$ cat src/rtl/wb_decoder.sv
// wb_decoder: pipelined Wishbone address decoder with in-order port locking, unmapped-port errors and an ack watchdog
module wb_decoder #(
    parameter int NPORTS = 8,
    parameter int AWIDTH = 32,
    parameter int BASE = 28,
    parameter logic [NPORTS-1:0] PORT_MASK = {NPORTS{1'b1}},
    parameter int MAXOUT = 4,
    parameter int TIMEOUT = 1023
) (
    input  logic                   clk_i,
    input  logic                   rst_i,
    input  logic                   m_cyc,
    input  logic                   m_stb,
    input  logic                   m_we,
    input  logic [3:0]             m_sel,
    input  logic [AWIDTH-1:0]      m_adr,
    input  logic [31:0]            m_dat_w,
    output logic [31:0]            m_dat_r,
    output logic                   m_ack,
    output logic                   m_err,
    output logic                   m_stall,
    output logic [NPORTS-1:0]      s_cyc,
    output logic [NPORTS-1:0]      s_stb,
    output logic                   s_we,
    output logic [3:0]             s_sel,
    output logic [AWIDTH-1:0]      s_adr,
    output logic [31:0]            s_dat_w,
    input  logic [32*NPORTS-1:0]   s_dat_r,
    input  logic [NPORTS-1:0]      s_ack,
    input  logic [NPORTS-1:0]      s_err,
    input  logic [NPORTS-1:0]      s_stall,
    output logic                   timeout
);
    localparam int SELW = NPORTS > 1 ? $clog2(NPORTS) : 1;
    localparam int NP2 = 1 << SELW;
    localparam int CW = $clog2(MAXOUT + 1);
    localparam int WW = TIMEOUT > 0 ? $clog2(TIMEOUT + 1) : 1;

    logic [CW-1:0]   cnt;
    logic [SELW-1:0] cur;
    logic [SELW-1:0] dp;
    logic            err_pend;
    logic [WW-1:0]   wdog;
    logic [NP2-1:0]  mask_x, ack_x, err_x, stall_x, stb_x, cyc_x;
    logic            busy, mapped, can_issue, accept, err_accept, ret;

    // Per-port vectors padded to a power of two so any select value indexes safely
    assign mask_x  = NP2'(PORT_MASK);
    assign ack_x   = NP2'(s_ack);
    assign err_x   = NP2'(s_err);
    assign stall_x = NP2'(s_stall);

    assign dp     = m_adr[BASE +: SELW];
    assign mapped = mask_x[dp];
    assign busy   = cnt != '0;

    assign timeout = TIMEOUT > 0 && busy && wdog == WW'(TIMEOUT);

    // No new issue in the watchdog cycle: the burst is being dropped
    assign can_issue = m_cyc && m_stb && !err_pend && !timeout &&
                       (!busy || (dp == cur && cnt < CW'(MAXOUT)));

    assign stb_x = (can_issue && mapped) ? NP2'(1) << dp : '0;
    assign cyc_x = (m_cyc && busy) ? NP2'(1) << cur : '0;
    assign s_stb = stb_x[NPORTS-1:0];
    assign s_cyc = s_stb | cyc_x[NPORTS-1:0];

    assign accept     = can_issue && mapped && !stall_x[dp];
    assign err_accept = can_issue && !mapped;
    assign ret        = busy && (ack_x[cur] || err_x[cur]);

    assign m_stall = m_cyc && m_stb && (!can_issue || (mapped && stall_x[dp]));
    assign m_ack   = busy && ack_x[cur];
    assign m_err   = (busy && err_x[cur]) || err_pend || timeout;
    assign m_dat_r = s_dat_r[{cur, 5'd0} +: 32];

    assign s_we    = m_we;
    assign s_sel   = m_sel;
    assign s_adr   = m_adr;
    assign s_dat_w = m_dat_w;

    always_ff @(posedge clk_i or posedge rst_i) begin
        if (rst_i) begin
            cnt      <= '0;
            cur      <= '0;
            err_pend <= 1'b0;
            wdog     <= '0;
        end else begin
            if (accept)
                cur <= dp;
            err_pend <= err_accept;
            if (!m_cyc || timeout)
                cnt <= '0;
            else if (accept != ret)
                cnt <= accept ? cnt + 1'b1 : cnt - 1'b1;
            wdog <= (TIMEOUT == 0 || !m_cyc || timeout || accept || ret || !busy) ? '0 : wdog + 1'b1;
        end
    end
endmodule

$ cat config.mk
export PLATFORM = sky130hd
export DESIGN_NAME = wb_decoder
export DESIGN_NICKNAME = d
export VERILOG_FILES = /design/src/rtl/wb_decoder.sv
export SDC_FILE = /design/constraint.sdc
export NUM_CORES = 1
export LEC_CHECK = 0
export CAP_MARGIN = 30
export CORE_AREA = 2 2 183 185
export CTS_CLUSTER_SIZE = 28
export DETAILED_ROUTE_END_ITERATION = 10
export DIE_AREA = 0 0 185 187
export GPL_TIMING_DRIVEN = 0
export PLACE_DENSITY = 0.51
export SLEW_MARGIN = 5
export SYNTH_ARGS = -nofsm -noshare
export SYNTH_HDL_FRONTEND = slang
export SYNTH_SLANG_ARGS = --single-unit
$ cat constraint.sdc
create_clock -name clk_i -period 3.7 [get_ports clk_i]
set_input_delay 0.74 -clock clk_i [delete_from_list [all_inputs] [get_ports clk_i]]
set_output_delay 0.74 -clock clk_i [all_outputs]
set_load 0.03 [all_outputs]
==> Word level (Yosys, flattened, before mapping) <==
Memory sizes are Yosys's and may differ from the RTL's.
Cells that the tools add are included.
{ "totals": {"regBits": 17, "n_memories": 1, "elab_cells": 64, "mem_bits_ro": 8, "out_inout_bits": 121, "inputBits": 353} }
{ "mem_list": {"columns": ["memory", "depth", "word_bits", "rd", "rd_ports_with_merged_regs", "write_ports", "line_no", "text"], "rows": [
  ["(name not given)", 8, 1, 1, 0, 0, "54", "assign mapped = mask_x[dp];"]
]} }
{ "classes": {"order_cmp": 3, "bitwise_logic": 1, "addsub": 3, "eq_ne": 3, "reduce_logical": 33, "n_mux": 13, "n_shift": 3} }
{ "op_table": {"columns": ["operator", "count"], "rows": [
  ["indexed part select 256 x 9 -> 32 bit", 1],
  ["two-way mux 8 bit", 2],
  ["left shift 1 x 3 -> 8 bit (first input constant)", 2],
  ["logical AND 1 bit", 15],
  ["adder 10 x 1 -> 10 bit (second input constant)", 1],
  ["== test 10 bit (second input constant)", 1],
  ["two-way mux 10 bit", 1],
  ["binary-select mux 1 bit (select 3 bit)", 3],
  ["logical OR 1 bit", 9],
  ["two-way mux 3 bit", 3],
  ["less-than comparator 3 x 4 -> 1 bit (second input constant)", 2],
  ["OR 8 bit", 1],
  ["zero test 1 bit", 7],
  ["two-way mux 1 bit", 4],
  ["adder 3 x 1 -> 3 bit (second input constant)", 1],
  ["== test 3 bit", 1],
  ["less-than comparator 3 bit (second input constant)", 1],
  ["nonzero test 3 bit", 1],
  ["subtractor 3 x 1 -> 3 bit (second input constant)", 1],
  ["nonzero test 2 bit", 1],
  ["!= test 1 bit", 1]
]} }

==> Depth between registers and ports, before layout <==
Gate-level depths: netlist (run 1).
{ "logic_depth": {"word_depth": 11, "depth_mapped": 11, "ltp_nobuf": 11} }

==> Least setup slack after synthesis (run 1) <==
Ideal clock, no wire load.
{ "synth_timing": {"path_kind": "input port to output port", "startpoint": "input m_adr[29]", "endpoint": "output s_cyc[0]", "t_arrival_ns": 3.122, "path_buffers": 1, "t_required_ns": 2.960, "stages": 7, "path_slack_ns": -0.162, "path_cell_list": "buf_4 -> xor2_1 -> or4_4 -> o32ai_4 -> nand2b_1 -> nor3_1 -> o21bai_1"} }
{ "synth_via": {"elab_chain_len": 7, "elab_cells_between_ends": 10, "cone_classes": "1 x eq/ne; 1 x shift; 2 x mux; 1 x bitwise; 4 x reduce/logical; 1 x memory"} }
{ "synth_rtl": {"columns": ["element", "line_no", "text"], "rows": [
  ["start, declared", "16", "input logic [AWIDTH-1:0] m_adr,"],
  ["branches (longest 5 deep; another with memory read (8 x 1 bit))", null, null],
  ["two-way mux 8 bit (*)", "63", "assign stb_x = (can_issue && mapped) ? NP2'(1) << dp : '0;"],
  ["named net s_stb[0]", "23", "output logic [NPORTS-1:0] s_stb,"],
  ["OR 8 bit (*)", "66", "assign s_cyc = s_stb | cyc_x[NPORTS-1:0];"],
  ["end, declared", "22", "output logic [NPORTS-1:0] s_cyc,"]
]} }
Mark *: on every way through the listed nets, which the timed path passes. The select of a mux whose other input is x is not followed.

==> Worst setup path after layout (run 1) <==
{ "layout_timing": {"startpoint": "input s_err[1]", "endpoint": "output m_err"} }
{ "layout_via": {"elab_chain_len": 5} }
{ "layout_rtl": {"columns": ["element", "line_no", "text"], "rows": [
  ["start, declared", "30", "input logic [NPORTS-1:0] s_err,"],
  ["binary-select mux 1 bit (select 3 bit)", "74", "assign m_err = (busy && err_x[cur]) || err_pend || timeout;"],
  ["two-way mux 1 bit (not written as such)", "74", null],
  ["logical AND 1 bit", "74", null],
  ["logical OR 1 bit (2 in series)", "74", null],
  ["end, declared", "20", "output logic m_err,"]
]} }
No other way between the ends. The select of a mux whose other input is x is not followed.

==> out/results.txt, run 1 <==
Pleak: 3.13 nW
Final hold vios: 0
Final nets: 1,090
Initial DRT Pass Iterations: 4
Peak VDD IR: 272 µV
R2R Path Start: wdog[0]
CTS tree: built
Skew final: 0.00578 ns
Layout fillers: 3,540
Die Height: 187 µm
Mapped Cells: 324
RSZ-0062 raised after global routing: false
Hold buffer count at cts: 0
FMAX: 0.282 GHz
Slew Limit Fails: 0
Setup crit end kind: output pin
Outcome: complete, no violations
Antenna violations before repair: 3
Grt ovf: 0
Worst Setup Start Kind: input pin
Top cell type's share of synthesized area: 41.2%
Antenna Nets Post-Route: 0
PwrDens: 531 nW/µm²
RR Endpoint: cnt[2]
PnR Total Power: 4.47 mW
Post-synthesis sequential element count: 16
Actual slew at the worst max-slew pin: 0.697 ns
Setup TNS: 0 ns
Via count: 4,356
HP Class: reg -> reg
Port buffer count: 405
Max Cap Viol: 0
Die width: 185 µm
Max clock buf depth: 2
Worst Setup SP: s_err[1]
Vias in the first global route: 4,615
Post-route DRC: 0
Reg clk slew, reported paths: 0.05 ns
Drt initial violations: 161
Sequential area share after synthesis: 10.9%
Commonest non-fill, non-tap cell in the layout: clkdlybuf4s50_1
TritonCTS Sinks: 16
Num ports: 474
CP arrival: 2.81 ns
All-Layer GR Usage: 12.1%
Final Setup Violations: 0
Rel. slew slack: 53.5%
Syn_area_per_cell: 11.3 µm²
Initial cell density of the core: 11.1%
Slack of the worst reg-to-reg path: 0.57 ns
Core area: 32,900 µm²
Synth async-reset ratio: 100%
Post-route insts no fill: 1,183
Critical Path Fanout Max: 3
Post-synth top area cell: mux4_2
Period minus WS final: 3.55 ns
Multi-input logic area: 2640 µm²
Critical Path End: m_err
Synthesis warning total: 0
WL per Instance: 18.6 µm
Post-Syn Area: 3660 µm²
Layout cell share with drive strength beyond 1: 30.4%
Yosys cell types: 37
Synth top area cells: mux4_2 (41%), buf_4 (14%), mux2_2 (11%), dfrtp_1 (11%), nor2_1 (2.6%)
Final Util: 25.7%
Global-route wire length before repair: 30,700 µm
EDFF count, synth: 0
Period utilization: 95.9%
H-tree levels: 1
P&R area growth vs syn: 130%
Syn Nets: 679
Die footprint: 34,600 µm²
Rows: 67
CP Data Required Time: 2.96 ns
Final hold slack: 0.483 ns
Most frequent cells in the layout: clkdlybuf4s50_1 (386), buf_4 (75), mux4_2 (67)
Final wirelength: 22,000 µm
Register area: 400 µm²
Clock insertion delay at the later pin of the skew report: 0.25 ns
CTS buffer count: 3
HPWL after DPL: 19,500 µm
RePlAce Congestion: 0.794
Placed insts: 1,178
Largest net degree at the start of global routing: 17
DR vias/cell: 3.68
CTS root buf: clkbuf_16
CP Class: in -> out
Worst r2r path cells: 12
Main synth FF type: dfrtp_1
[critical path: stages]
cell and delay [ns]:
clkdlybuf4s50_1 0.50, mux2i_1 0.08, mux4_2 0.51, nor2_1 0.17, or2_2 0.13, clkdlybuf4s50_1 0.68
[repair_timing]
action	4_1_cts	5_1_grt
endpoints found under the setup margin	49	36
buffers inserted	2	0
pin swaps	1	0
resized for setup	95	10
[worst min path at each step]
stage          cells past startpoint    start  slack, ns       to
2_1_floorplan                      1  wdog[0]       0.45  wdog[0]
3_3_place_gp                       1  wdog[0]       0.47  wdog[0]
3_5_place_dp                       1  wdog[0]       0.48  wdog[0]
4_1_cts                            1  wdog[0]       0.49  wdog[0]
5_1_grt                            1  wdog[0]       0.52  wdog[0]
6_report                           1  wdog[0]       0.48  wdog[0]
[logic make-up (layout without fill, tap and decap cells)]
group / Yosys count / count (layout) / synth area share, %
muxes: 113 / 113 / 55.1
buffers and inverters: 98 / 508 / 17.6
and+or+nand+nor: 70 / 70 / 9.68
DFF: 16 / 16 / 10.9
AOI/OAI and AO/OA: 13 / 13 / 2.94
xor gates and xnor gates: 12 / 12 / 2.87
adders and majority gates: 2 / 2 / 0.889
other: 0 / 1 / 0
[registers in the layout (all words and copies together), names as in the netlist]
| name | count |
|---|---|
| cnt | 3 |
| wdog | 10 |
| cur | 3 |
[where the power goes]
part | internal, mW | switching [mW] | leakage [nW]
logic | 2.02 | 1.97 | 2.87
clock network | 0.164 | 0.0701 | 0.0442
registers | 0.210 | 0.0332 | 0.214
total | 2.40 | 2.07 | 3.13
[stage by stage]
stage / worst slack (ns) / instance area [µm²]
floorplan: -0.162 / 3660
global placement: -0.918 / 8270
detailed placement: -0.948 / 8290
CTS: -0.00289 / 8450
global route: 0.0535 / 8430
finish: 0.151 / 8430
[Yosys cell counts (2+ instances only)]
| library cell | count |
|---|---|
| buf_4 | 70 |
| mux4_2 | 67 |
| mux2_2 | 36 |
| nor2_1 | 25 |
| dfrtp_1 | 16 |
| clkbuf_1 | 11 |
| nand3_1 | 10 |
| mux2i_1 | 9 |
| nand2_1 | 9 |
| xor2_1 | 8 |
| nand2b_1 | 7 |
| buf_1 | 6 |
| inv_1 | 6 |
| o22ai_1 | 6 |
| buf_2 | 4 |
| nor3_1 | 4 |
| xnor2_1 | 4 |
| or2_2 | 3 |
| a21oi_1 | 2 |
| and3_1 | 2 |
| nor4_1 | 2 |
| o21bai_1 | 2 |
[layout make-up]
type,count,area share (%)
timing repair buffer,408,48.4
buffer,90,7.58
tap,448,6.65
inverter,6,0.267
antenna,1,0.0297
sequential,16,4.75
multi-input combinational,210,31.3
clock buffer,4,1.05
[routing by layer]
layer  vias up  wire length (µm)  GRT usage [%]  share of wire [%]
li1       2006                 -              -                  -
met4         4               108           1.19               0.49
met1      2088              8820           14.8                 40
met5         -                26              0               0.12
met3        12              1540           2.20                7.0
met2       246             11500           22.6                 52
No activity file was read; power rests on OpenSTA's default activity.
==> inputs of run 2 (changes only) <==
--- a/config.mk
+++ b/config.mk
@@ -6,12 +6,14 @@
 export NUM_CORES = 1
 export LEC_CHECK = 0
 export CAP_MARGIN = 30
-export CORE_AREA = 2 2 183 185
+export CELL_PAD_IN_SITES_DETAIL_PLACEMENT = 0
+export CELL_PAD_IN_SITES_GLOBAL_PLACEMENT = 1
+export CORE_AREA = 2 2 184 186
 export CTS_CLUSTER_SIZE = 28
 export DETAILED_ROUTE_END_ITERATION = 10
-export DIE_AREA = 0 0 185 187
+export DIE_AREA = 0 0 186 188
 export GPL_TIMING_DRIVEN = 0
-export PLACE_DENSITY = 0.51
+export PLACE_DENSITY = 0.67
 export SLEW_MARGIN = 5
 export SYNTH_ARGS = -nofsm -noshare
 export SYNTH_HDL_FRONTEND = slang
==> out/results.txt, run 2 (synthesis results as in run 1) <==
Actual slew at the worst max-slew pin: 0.720 ns (+0.0225 ns)
Placed insts: 1,179 (+0.085%)
Die width: 186 µm (+0.54%)
Setup crit end kind: output pin
Reg clk slew, reported paths: 0.05 ns (about the same)
FMAX: 0.278 GHz (-1.2%)
Rel. slew slack: 52.0% (-1.5 points)
Largest net degree at the start of global routing: 17 (unchanged)
Period minus WS final: 3.59 ns (+0.0440 ns)
Core area: 33,100 µm² (+0.77%)
RePlAce Congestion: 0.852 (+7.3%)
Largest register by flop count: wdog
Max Cap Viol: 0 (unchanged)
Regs by FF count: wdog x10, cnt x3, cur x3
Critical Path Fanout Max: 7 (+4)
Period utilization: 97.1% (+1.2 points)
Drt initial violations: 132 (-18%)
Clock insertion delay at the later pin of the skew report: 0.25 ns (about the same)
Critical Path, Cell by Cell: clkdlybuf4s15_2, xor2_1, or4_4, o32ai_4, nand2_2, o22ai_1, clkdlybuf4s18_2
CP arrival: 2.85 ns (+0.04 ns)
Final nets: 1,093 (+0.28%)
Layout cell share with drive strength beyond 1: 30.0% (-0.40 points)
Hold buffer count at cts: 0 (unchanged)
Antenna Nets Post-Route: 0 (unchanged)
CTS root buf: clkbuf_16
Final wirelength: 24,800 µm (+12%)
Pleak: 3.16 nW (+0.75%)
Largest register FFs: 10 (unchanged)
CTS tree: built
Rows: 67 (unchanged)
CP Data Required Time: 2.96 ns (about the same)
DR vias/cell: 3.72 (+0.94%)
Slew Limit Fails: 0 (unchanged)
CP Class: in -> out
Via count: 4,412 (+1.3%)
Cell Area, Placed: 8300 µm² (+0.17%)
Global-route wire length before repair: 34,100 µm (+11%)
Outcome: complete, no violations
P&R area growth vs syn: 131%
All-Layer GR Usage: 13.6% (+1.5 points)
Commonest non-fill, non-tap cell in the layout: clkdlybuf4s50_1
Final Setup Violations: 0 (unchanged)
Post-route insts no fill: 1,187 (+0.34%)
Vias in the first global route: 4,812 (+4.3%)
Final hold slack: 0.486 ns (+0.00293 ns)
Grt ovf: 0 (unchanged)
Final Cell Area: 8450 µm² (+0.22%)
Die footprint: 35,000 µm² (+1.1%)
CP max stage cell: or4_4
Max clock buf depth: 2 (unchanged)
CTS buffer count: 3 (unchanged)
Peak VDD IR: 322 µV (+18%)
Crit path largest cell delay: 0.55 ns (-0.13 ns)
Final hold vios: 0 (unchanged)
Initial cell density of the core: 11.0% (-0.085 points)
PwrDens: 536 nW/µm² (+1.0%)
Die Height: 188 µm (+0.53%)
Num ports: 474 (unchanged)
HP Class: reg -> reg
HPWL after DPL: 22,300 µm (+14%)
H-tree levels: 1 (unchanged)
RSZ-0062 raised after global routing: true
Port buffer count: 405 (unchanged)
Antenna violations before repair: 11 (+8)
Most frequent cells in the layout: clkdlybuf4s50_1 (385), buf_4 (76), mux4_2 (67)
Worst Setup Start Kind: input pin
Initial DRT Pass Iterations: 4 (unchanged)
Skew final: 0.00355 ns (-0.00223 ns)
WL per Instance: 20.9 µm (+12%)
TritonCTS Sinks: 16 (unchanged)
Post-route DRC: 0 (unchanged)
run 2: stage by stage:
stage          utilization, %  setup WS [ns]  TNS (ns)  power, mW
2_1_floorplan               -         -0.162    -0.324       2.76
3_3_place_gp             25.0         -0.920    -23.18       4.30
3_5_place_dp             25.1         -0.907    -20.75       4.32
4_1_cts                  25.5        0.00165         0       4.64
5_1_grt                  25.5        -0.0221   -0.0422       4.82
6_report                 25.5          0.107         0       4.53
run 2: layer usage:
metal,up-vias,global-route usage (%),share of wire [%]
met2,243,24.1,50
met4,14,1.51,0.77
met3,24,4.29,9.0
met1,2116,16.4,39
met5,-,0,0.37
li1,2015,-,-
run 2: layout make-up:
cell class,instances,area (µm²)
inverters,6,22.5
clock buffers,4,88.8
fillers,3528,24700
well taps,448,561
flip-flops and latches,16,400
repair buffers,409,4070
plain buffers,92,662
multi-input cells,210,2640
diodes,2,5.00
run 2: power breakdown:
group / switching (mW) / leakage [nW] / internal (mW)
registers: 0.0362 / 0.214 / 0.210
clock network: 0.0693 / 0.0442 / 0.164
logic: 2.00 / 2.90 / 2.05
total: 2.11 / 3.16 / 2.42
run 2: worst max-delay path, delay by kind of cell:
family / cells / cell delay, ns
simple gates: 2 / 0.74
buf+inv: 2 / 0.62
compound gates: 2 / 0.57
xor+xnor: 1 / 0.18
run 2: repair_timing:
item | 4_1_cts | 5_1_grt
pin swaps | 1 | 1
resized for setup | 77 | 14
setup buffers | 2 | 0
setup endpoints to repair | 49 | 30
run 2: worst paths after layout:
check,start,to,slack [ns],depth (start not counted)
max,m_adr[30],s_cyc[7],0.11,7
min,wdog[0],wdog[0],0.49,1
max reg2reg,wdog[0],cnt[2],0.60,12
min reg2reg,wdog[0],wdog[0],0.49,1
max in group asynchronous,rst_i,wdog[4],2.38,2
min in group asynchronous,rst_i,cnt[1],0.90,2
